File: src/rtl/bounce_box_ctrl.sv
// One axis of the bouncing box: steps by STEP per enabled cycle, clamps and
// reverses at 0 and LIMIT-SIZE.
module bounce_box_ctrl #(
  parameter int CW    = 26,
  parameter int LIMIT = 800,
  parameter int SIZE  = 64,
  parameter int STEP  = 2
) (
  input  logic          pixclk,
  input  logic          rst_n,
  input  logic          step_en,
  output logic [CW-1:0] pos
);

  localparam logic [CW-1:0] L_CW   = CW'(LIMIT);
  localparam logic [CW-1:0] S_CW   = CW'(SIZE);
  localparam logic [CW-1:0] P_CW   = CW'(STEP);
  localparam logic [CW-1:0] MAX_CW = CW'(LIMIT - SIZE);

  logic [CW-1:0] r_pos, w_pos;
  logic          r_left, w_left;

  // Next position: move one step, or clamp to the edge and flip direction.
  always_comb begin
    w_pos  = r_pos;
    w_left = r_left;
    if (!r_left) begin
      if (r_pos + P_CW + S_CW <= L_CW) w_pos = r_pos + P_CW;
      else begin
        w_pos  = MAX_CW;
        w_left = 1'b1;
      end
    end else begin
      if (r_pos >= P_CW) w_pos = r_pos - P_CW;
      else begin
        w_pos  = '0;
        w_left = 1'b0;
      end
    end
  end

  // Position/direction register, updated once per frame.
  always_ff @(posedge pixclk or negedge rst_n) begin
    if (!rst_n) begin
      r_pos  <= '0;
      r_left <= 1'b0;
    end else if (step_en) begin
      r_pos  <= w_pos;
      r_left <= w_left;
    end
  end

  assign pos = r_pos;

endmodule

File: config.mk
export PLATFORM = sky130hd
export DESIGN_NAME = bounce_box_ctrl
export DESIGN_NICKNAME = d
export VERILOG_FILES = /design/src/rtl/bounce_box_ctrl.sv
export SDC_FILE = /design/constraint.sdc
export NUM_CORES = 1
export LEC_CHECK = 0
export BUFFER_PORTS_ARGS = -buffer_cell sky130_fd_sc_hd__buf_2
export CAP_MARGIN = 10
export CORE_UTILIZATION = 50
export DETAILED_ROUTE_END_ITERATION = 10
export GPL_ROUTABILITY_DRIVEN = 0
export PLACE_DENSITY = 0.72
export SETUP_SLACK_MARGIN = 0.15
export SYNTH_ARGS = -nofsm -noshare
export SYNTH_HDL_FRONTEND = slang
export SYNTH_SLANG_ARGS = --single-unit
File: constraint.sdc
create_clock -name pixclk -period 3.09 [get_ports pixclk]
set_clock_uncertainty 0.05 [all_clocks]
set_input_delay 0.618 -clock pixclk [delete_from_list [all_inputs] [get_ports pixclk]]
set_output_delay 0.618 -clock pixclk [all_outputs]
set_load 0.005 [all_outputs]
==> results of run 1 <==
-- final cells by class --
cell class              count  area share
clock buffers               4      0.0126
inverters                  10      0.0105
multi-input cells         308       0.568
flip-flops and latches     26       0.183
well taps                  70      0.0244
repair buffers             99       0.202
-- state kept, by name (all words and copies together), names as in the netlist --
register	flops
pos	25
r_left	1
-- path summary, 6_finish.rpt --
path                                       end  cells after the start  slack, ns           startpoint
setup / recovery           pos[13]$_DFFE_PN0P_                     12       0.05   pos[1]$_DFFE_PN0P_
min in group pixclk        pos[11]$_DFFE_PN0P_                      2       0.60  pos[11]$_DFFE_PN0P_
hold / removal              pos[7]$_DFFE_PN0P_                      1       0.29                rst_n
setup reg to reg           pos[13]$_DFFE_PN0P_                     12       0.05   pos[1]$_DFFE_PN0P_
hold reg to reg            pos[11]$_DFFE_PN0P_                      2       0.60  pos[11]$_DFFE_PN0P_
max in group asynchronous   pos[4]$_DFFE_PN0P_                      1       2.25                rst_n
-- critical path, stage by stage (launching register included) --
cell      delay, ns
dfrtp_2        0.41
ha_4           0.18
nand3_4        0.09
or3_1          0.32
or4_1          0.41
a22o_1         0.24
o22a_1         0.23
a2111o_1       0.33
nor4_4         0.15
buf_6          0.16
buf_12         0.10
nand3_4        0.12
o211ai_1       0.15
-- what timing repair did --
action,CTS,global route
gates cloned,1,0
pin swaps,8,5
setup buffers,9,4
setup endpoints to repair,25,26
resized for setup,23,16
-- kinds of logic after synthesis --
family | after synthesis | share of synthesized area
simple gates | 179 | 0.353
compound gates | 109 | 0.264
flops | 26 | 0.235
fa+ha+maj | 3 | 0.0136
buf+inv | 50 | 0.0841
xor+xnor | 13 | 0.0412
other cells | 1 | 0.00136
mux | 2 | 0.00724
-- placed cells by master (no fill, tap or decap), drive strengths merged, types with 2 or more instances in the layout --
cell / synthesis / final
a21o: 2 / 2
a21oi: 21 / 21
a22oi: 3 / 3
a31oi: 9 / 9
a32o: 2 / 2
and2: 4 / 4
and3: 6 / 6
and4: 3 / 3
buf: 14 / 99
clkbuf: 26 / 4
dfrtp: 26 / 26
ha: 3 / 3
inv: 10 / 10
mux2i: 2 / 2
nand2: 45 / 45
nand2b: 4 / 4
nand3: 18 / 19
nand3b: 2 / 2
nand4: 11 / 11
nor2: 28 / 28
nor2b: 2 / 2
nor3: 20 / 20
nor3b: 3 / 3
nor4: 19 / 19
o2111a: 2 / 2
o2111ai: 4 / 4
o211a: 4 / 4
o211ai: 3 / 3
o21ai: 33 / 33
o311ai: 3 / 3
o31ai: 3 / 3
o32ai: 2 / 2
or3: 4 / 4
or4: 8 / 8
xnor2: 11 / 11
xor2: 2 / 2
-- power groups by stage --
| stage | sequential, W | clock (W) | combinational, W |
|---|---|---|---|
| after floorplan | 0.000512 | 0 | 0.000839 |
| after global placement | 0.000517 | 0 | 0.00129 |
| after detailed placement | 0.000522 | 0 | 0.00131 |
| after CTS | 0.000504 | 0.000209 | 0.00143 |
| after global routing | 0.000518 | 0.000215 | 0.00166 |
| final | 0.000509 | 0.000202 | 0.00155 |
-- routing by layer --
layer / wire [um] / global-route usage / vias to the layer above
li1: - / - / 1570
met1: 3790 / 0.426 / 1620
met2: 4490 / 0.524 / 222
met3: 989 / 0.0575 / 31
met4: 206 / 0.117 / 0
met5: 0 / 0 / -
-- stage by stage --
stage / total power [W] / TNS [ns] / hold slack, ns / std cells
after detailed placement: 0.00183 / -0.00248 / 0.558 / 499
final: 0.00227 / 0 / 0.293 / 517
after global routing: 0.00240 / -1.74 / 0.331 / 517
after floorplan: 0.00135 / 0 / 0.272 / 383
after global placement: 0.00181 / 0 / 0.531 / 499
after CTS: 0.00214 / 0 / 0.310 / 513
==> flow_metrics.env, run 1 <==
export IMPL_drv_cap=0
export IMPL_tightestPinTransition_ns=0.679
export IMPL_syn_area_sq_um=2770
export IMPL_setup_violations=0
export IMPL_drc_errors=0
export IMPL_slew_limit_headroom=0.548
export IMPL_root_buffer="clkbuf_8"
export IMPL_rows=26
export IMPL_grt_antenna_before_repair=0
export IMPL_yosysTopAreaCell="dfrtp_1"
export IMPL_synth_top_area_frac=0.235
export IMPL_synth_common_cells="44 x nand2_1, 32 x o21ai_0, 28 x nor2_1"
export IMPL_yosys_warnings=0
export IMPL_num_vias=3443
export IMPL_pwr_share_seq=0.225
export IMPL_track_usage=0.322
export IMPL_internal_power_w=0.00119
export IMPL_holdBufCountCts=0
export IMPL_vias_per_cell=6.66
export IMPL_cp_arrival_ns=3.18
export IMPL_clk_pin_slew_ns=0.09
export IMPL_status="finished, final reports clean"
export IMPL_grt_setup_unrepaired="yes"
export IMPL_vdd_ir_drop_max_mv=0.450
export IMPL_post_route_min_period_ns=3.04
export IMPL_swShare=0.475
export IMPL_grt_overflow=0
export IMPL_pwr_share_comb=0.686
export IMPL_setup_ws_ns=0.0467
export IMPL_place_area_sq_um=3280
export IMPL_yosys_cell_count_top_type="nand2_1"
export IMPL_grt_max_degree=36
export IMPL_port_buffers=27
export IMPL_synth_edf_count=0
export IMPL_wl_um=9480
export IMPL_clk_latency_ns=0.27
export IMPL_grt_pass1_vias=3136
export IMPL_ff_latch_area_sq_um=656
export IMPL_drt_iter0_markers=381
export IMPL_clkPwrFrac=0.089
export IMPL_synth_flop_cell="dfrtp_1"
export IMPL_cp_required_ns=3.23
export IMPL_p_leak_nw=1.59
export IMPL_synth_area_leaders="dfrtp_1 24%, nand2_1 6.0%, o21ai_0 5.8%, nor4_1 3.8%, a21oi_1 3.8%"
export IMPL_antenna_cells=0
export IMPL_die_area_sq_um=5830
export IMPL_areaGrowthSynthToFinish_pct=29.5
export IMPL_hold_path_class="input pin to asynchronous set/reset pin"
export IMPL_hold_viol_final=0
export IMPL_synth_async_sr_flop_share=1.00
export IMPL_grt_pass1_wl_um=15200
export IMPL_clk_path_buf_depth=2
export IMPL_final_util=0.688
export IMPL_cts_tree="done"
export IMPL_ant_nets=0
export IMPL_synth_distinct_cells=68
export IMPL_fin_area_sq_um=3580
export IMPL_place_ws_ns=-0.00248
export IMPL_synth_fp_nets=389
export IMPL_path_max_fanout=6
export IMPL_finalCritPeriodShare=0.985
export IMPL_dr_pass1_iters=5
export IMPL_path_class="flip-flop to flip-flop"
export IMPL_start_util=0.531
export IMPL_cts_made_buffers=3
export IMPL_dp_hpwl_um=6500
export IMPL_switchingPower_w=0.00108
export IMPL_synth_cells=383
export IMPL_die_x_um=76.4
export IMPL_num_nets_final=454
export IMPL_postSynthAreaPerCell_sq_um=7.22
export IMPL_maxSlewViolCount=0
export IMPL_cts_sink_count=26
export IMPL_power_density_nw_per_um2=632
export IMPL_core_sq_um=5200
export IMPL_end_kind="flip-flop"
export IMPL_die_y_um=76.4
export IMPL_start_kind="flip-flop"
export IMPL_ys_ff_latch=26
export IMPL_drive_above_1_share=0.311
export IMPL_multi_input_area_sq_um=2030
export IMPL_synth_seq_area_share=0.235
export IMPL_cts_htree_levels=1
export IMPL_wl_per_cell_um=18.3
export IMPL_nFillCells=447
export IMPL_fmax_mhz=329
export IMPL_ios=29
Note: power is estimated with default switching activity, not from simulation.
==> run 2: changes to the inputs <==
Settings changed: PLACE_DENSITY 0.72 to default, PLACE_DENSITY_LB_ADDON from default to 0.12.
==> flow_metrics.env, run 2 (synthesized netlist as in run 1, its figures left out) <==
export IMPL_tightestPinTransition_ns=0.675
export IMPL_grt_antenna_before_repair=0
export IMPL_cts_made_buffers=3
export IMPL_post_route_min_period_ns=3.07
export IMPL_cts_tree="done"
export IMPL_grt_max_degree=36
export IMPL_largest_register_ffs=25
export IMPL_clk_latency_ns=0.28
export IMPL_dp_hpwl_um=6790
export IMPL_start_util=0.531
export IMPL_antenna_cells=0
export IMPL_root_buffer="clkbuf_8"
export IMPL_fmax_mhz=326
export IMPL_hold_path_class="input pin to asynchronous set/reset pin"
export IMPL_ios=29
export IMPL_port_buffers=27
export IMPL_setup_violations=0
export IMPL_areaGrowthSynthToFinish_pct=38.0
export IMPL_p_leak_nw=1.69
export IMPL_num_vias=3571
export IMPL_drc_errors=0
export IMPL_ant_nets=0
export IMPL_grt_pass1_wl_um=16600
export IMPL_start_kind="flip-flop"
export IMPL_fin_setup_tns_ns=0
export IMPL_die_x_um=76.4
export IMPL_num_nets_final=472
export IMPL_path_cells="ha_4, nand3_4, or3_4, or4_1, a22o_1, o22a_1, a2111o_1, nor4_4, buf_4, nand3_4, buf_4, nand2_1"
export IMPL_r2r_cells=12
export IMPL_maxSlewViolCount=0
export IMPL_cp_required_ns=3.27
export IMPL_power_density_nw_per_um2=643
export IMPL_cts_sink_count=26
export IMPL_drv_cap=0
export IMPL_final_common_cell="buf_4"
export IMPL_path_class="flip-flop to flip-flop"
export IMPL_path_max_fanout=6
export IMPL_die_area_sq_um=5830
export IMPL_vias_per_cell=6.67
export IMPL_place_ws_ns=-0.0455
export IMPL_rows=26
export IMPL_drive_above_1_share=0.383
export IMPL_end_kind="flip-flop"
export IMPL_crit_slowest_cell="dfrtp_2"
export IMPL_cts_htree_levels=1
export IMPL_hold_viol_final=0
export IMPL_finalCritPeriodShare=0.992
export IMPL_grt_overflow=0
export IMPL_setup_ws_ns=0.0237
export IMPL_grt_setup_unrepaired="yes"
export IMPL_vdd_ir_drop_max_mv=0.568
export IMPL_dr_pass1_iters=9
export IMPL_final_util=0.733
export IMPL_holdBufCountCts=0
export IMPL_power_w=0.00246
export IMPL_wl_um=10000
export IMPL_track_usage=0.351
export IMPL_clk_path_buf_depth=2
export IMPL_die_y_um=76.4
export IMPL_wl_per_cell_um=18.7
export IMPL_dp_cells=506
export IMPL_instances_no_fill=535
export IMPL_status="finished, final reports clean"
export IMPL_slew_limit_headroom=0.550
export IMPL_cp_arrival_ns=3.25
export IMPL_grt_pass1_vias=3315
export IMPL_max_stage_delay_ns=0.43
export IMPL_clk_pin_slew_ns=0.10
export IMPL_drt_iter0_markers=405
export IMPL_layout_common_cells="85 x buf_4, 36 x nand2_1, 28 x o21ai_0, 28 x nor2_1, 27 x buf_2"
export IMPL_core_sq_um=5200
run 2: cell types whose count changed in the layout (fill, tap and decap cells not counted), sizes merged:
cell / delta
buf: +18
bufinv: +1
clkbuf: -1
run 2: area by class of cell:
| class | instances | area [sq um] |
|---|---|---|
| Clock buffer | 3 | 41.3 |
| Clock inverter | 1 | 30.0 |
| Fill cell | 385 | 1390 |
| Inverter | 10 | 37.5 |
| Multi-Input combinational cell | 308 | 2140 |
| Sequential cell | 26 | 656 |
| Tap cell | 70 | 87.6 |
| Timing Repair Buffer | 117 | 830 |
run 2: metrics by stage:
step	hold WS [ns]	instance area, sq um
final	0.295	3820
after global routing	0.328	3820
after CTS	0.312	3690
after detailed placement	0.576	3320
after global placement	0.572	3320
after floorplan	0.272	2800
run 2: worst paths after layout:
check	start	end	slack, ns
setup / recovery	pos[2]$_DFFE_PN0P_	pos[15]$_DFFE_PN0P_	0.02
hold / removal	rst_n	pos[5]$_DFFE_PN0P_	0.29
setup reg to reg	pos[2]$_DFFE_PN0P_	pos[15]$_DFFE_PN0P_	0.02
hold reg to reg	pos[23]$_DFFE_PN0P_	pos[23]$_DFFE_PN0P_	0.63
max in group asynchronous	rst_n	pos[4]$_DFFE_PN0P_	2.26
min in group pixclk	pos[23]$_DFFE_PN0P_	pos[23]$_DFFE_PN0P_	0.63
run 2: power breakdown:
part	internal, W	switching (W)	total (W)
combinational	0.000716	0.000885	0.00160
sequential	0.000420	0.000140	0.000560
clock	0.000174	0.000121	0.000295
total	0.00131	0.00115	0.00246
run 2: per-layer routing:
metal / track usage / vias to the layer above / routed length (um)
li1: - / 1613 / -
met3: 0.0479 / 48 / 928
met5: 0 / - / 0
met1: 0.488 / 1670 / 4160
met4: 0.127 / 0 / 344
met2: 0.552 / 240 / 4590
run 2: worst max-delay path: cells and delay by family, from the launching register on:
kind                       cells  cell delay [ns]
adders and majority gates      1             0.18
AOI/OAI and AO/OA              3             0.78
and+or+nand+nor                6             1.19
DFF                            1             0.43
buffers and inverters          2             0.38
run 2: repair_timing:
item                                    4_1_cts  5_1_grt
gates cloned                                  1        0
buffers inserted                             23        1
resized for setup                            28       34
endpoints found under the setup margin       26       26
pin swaps                                     8        7
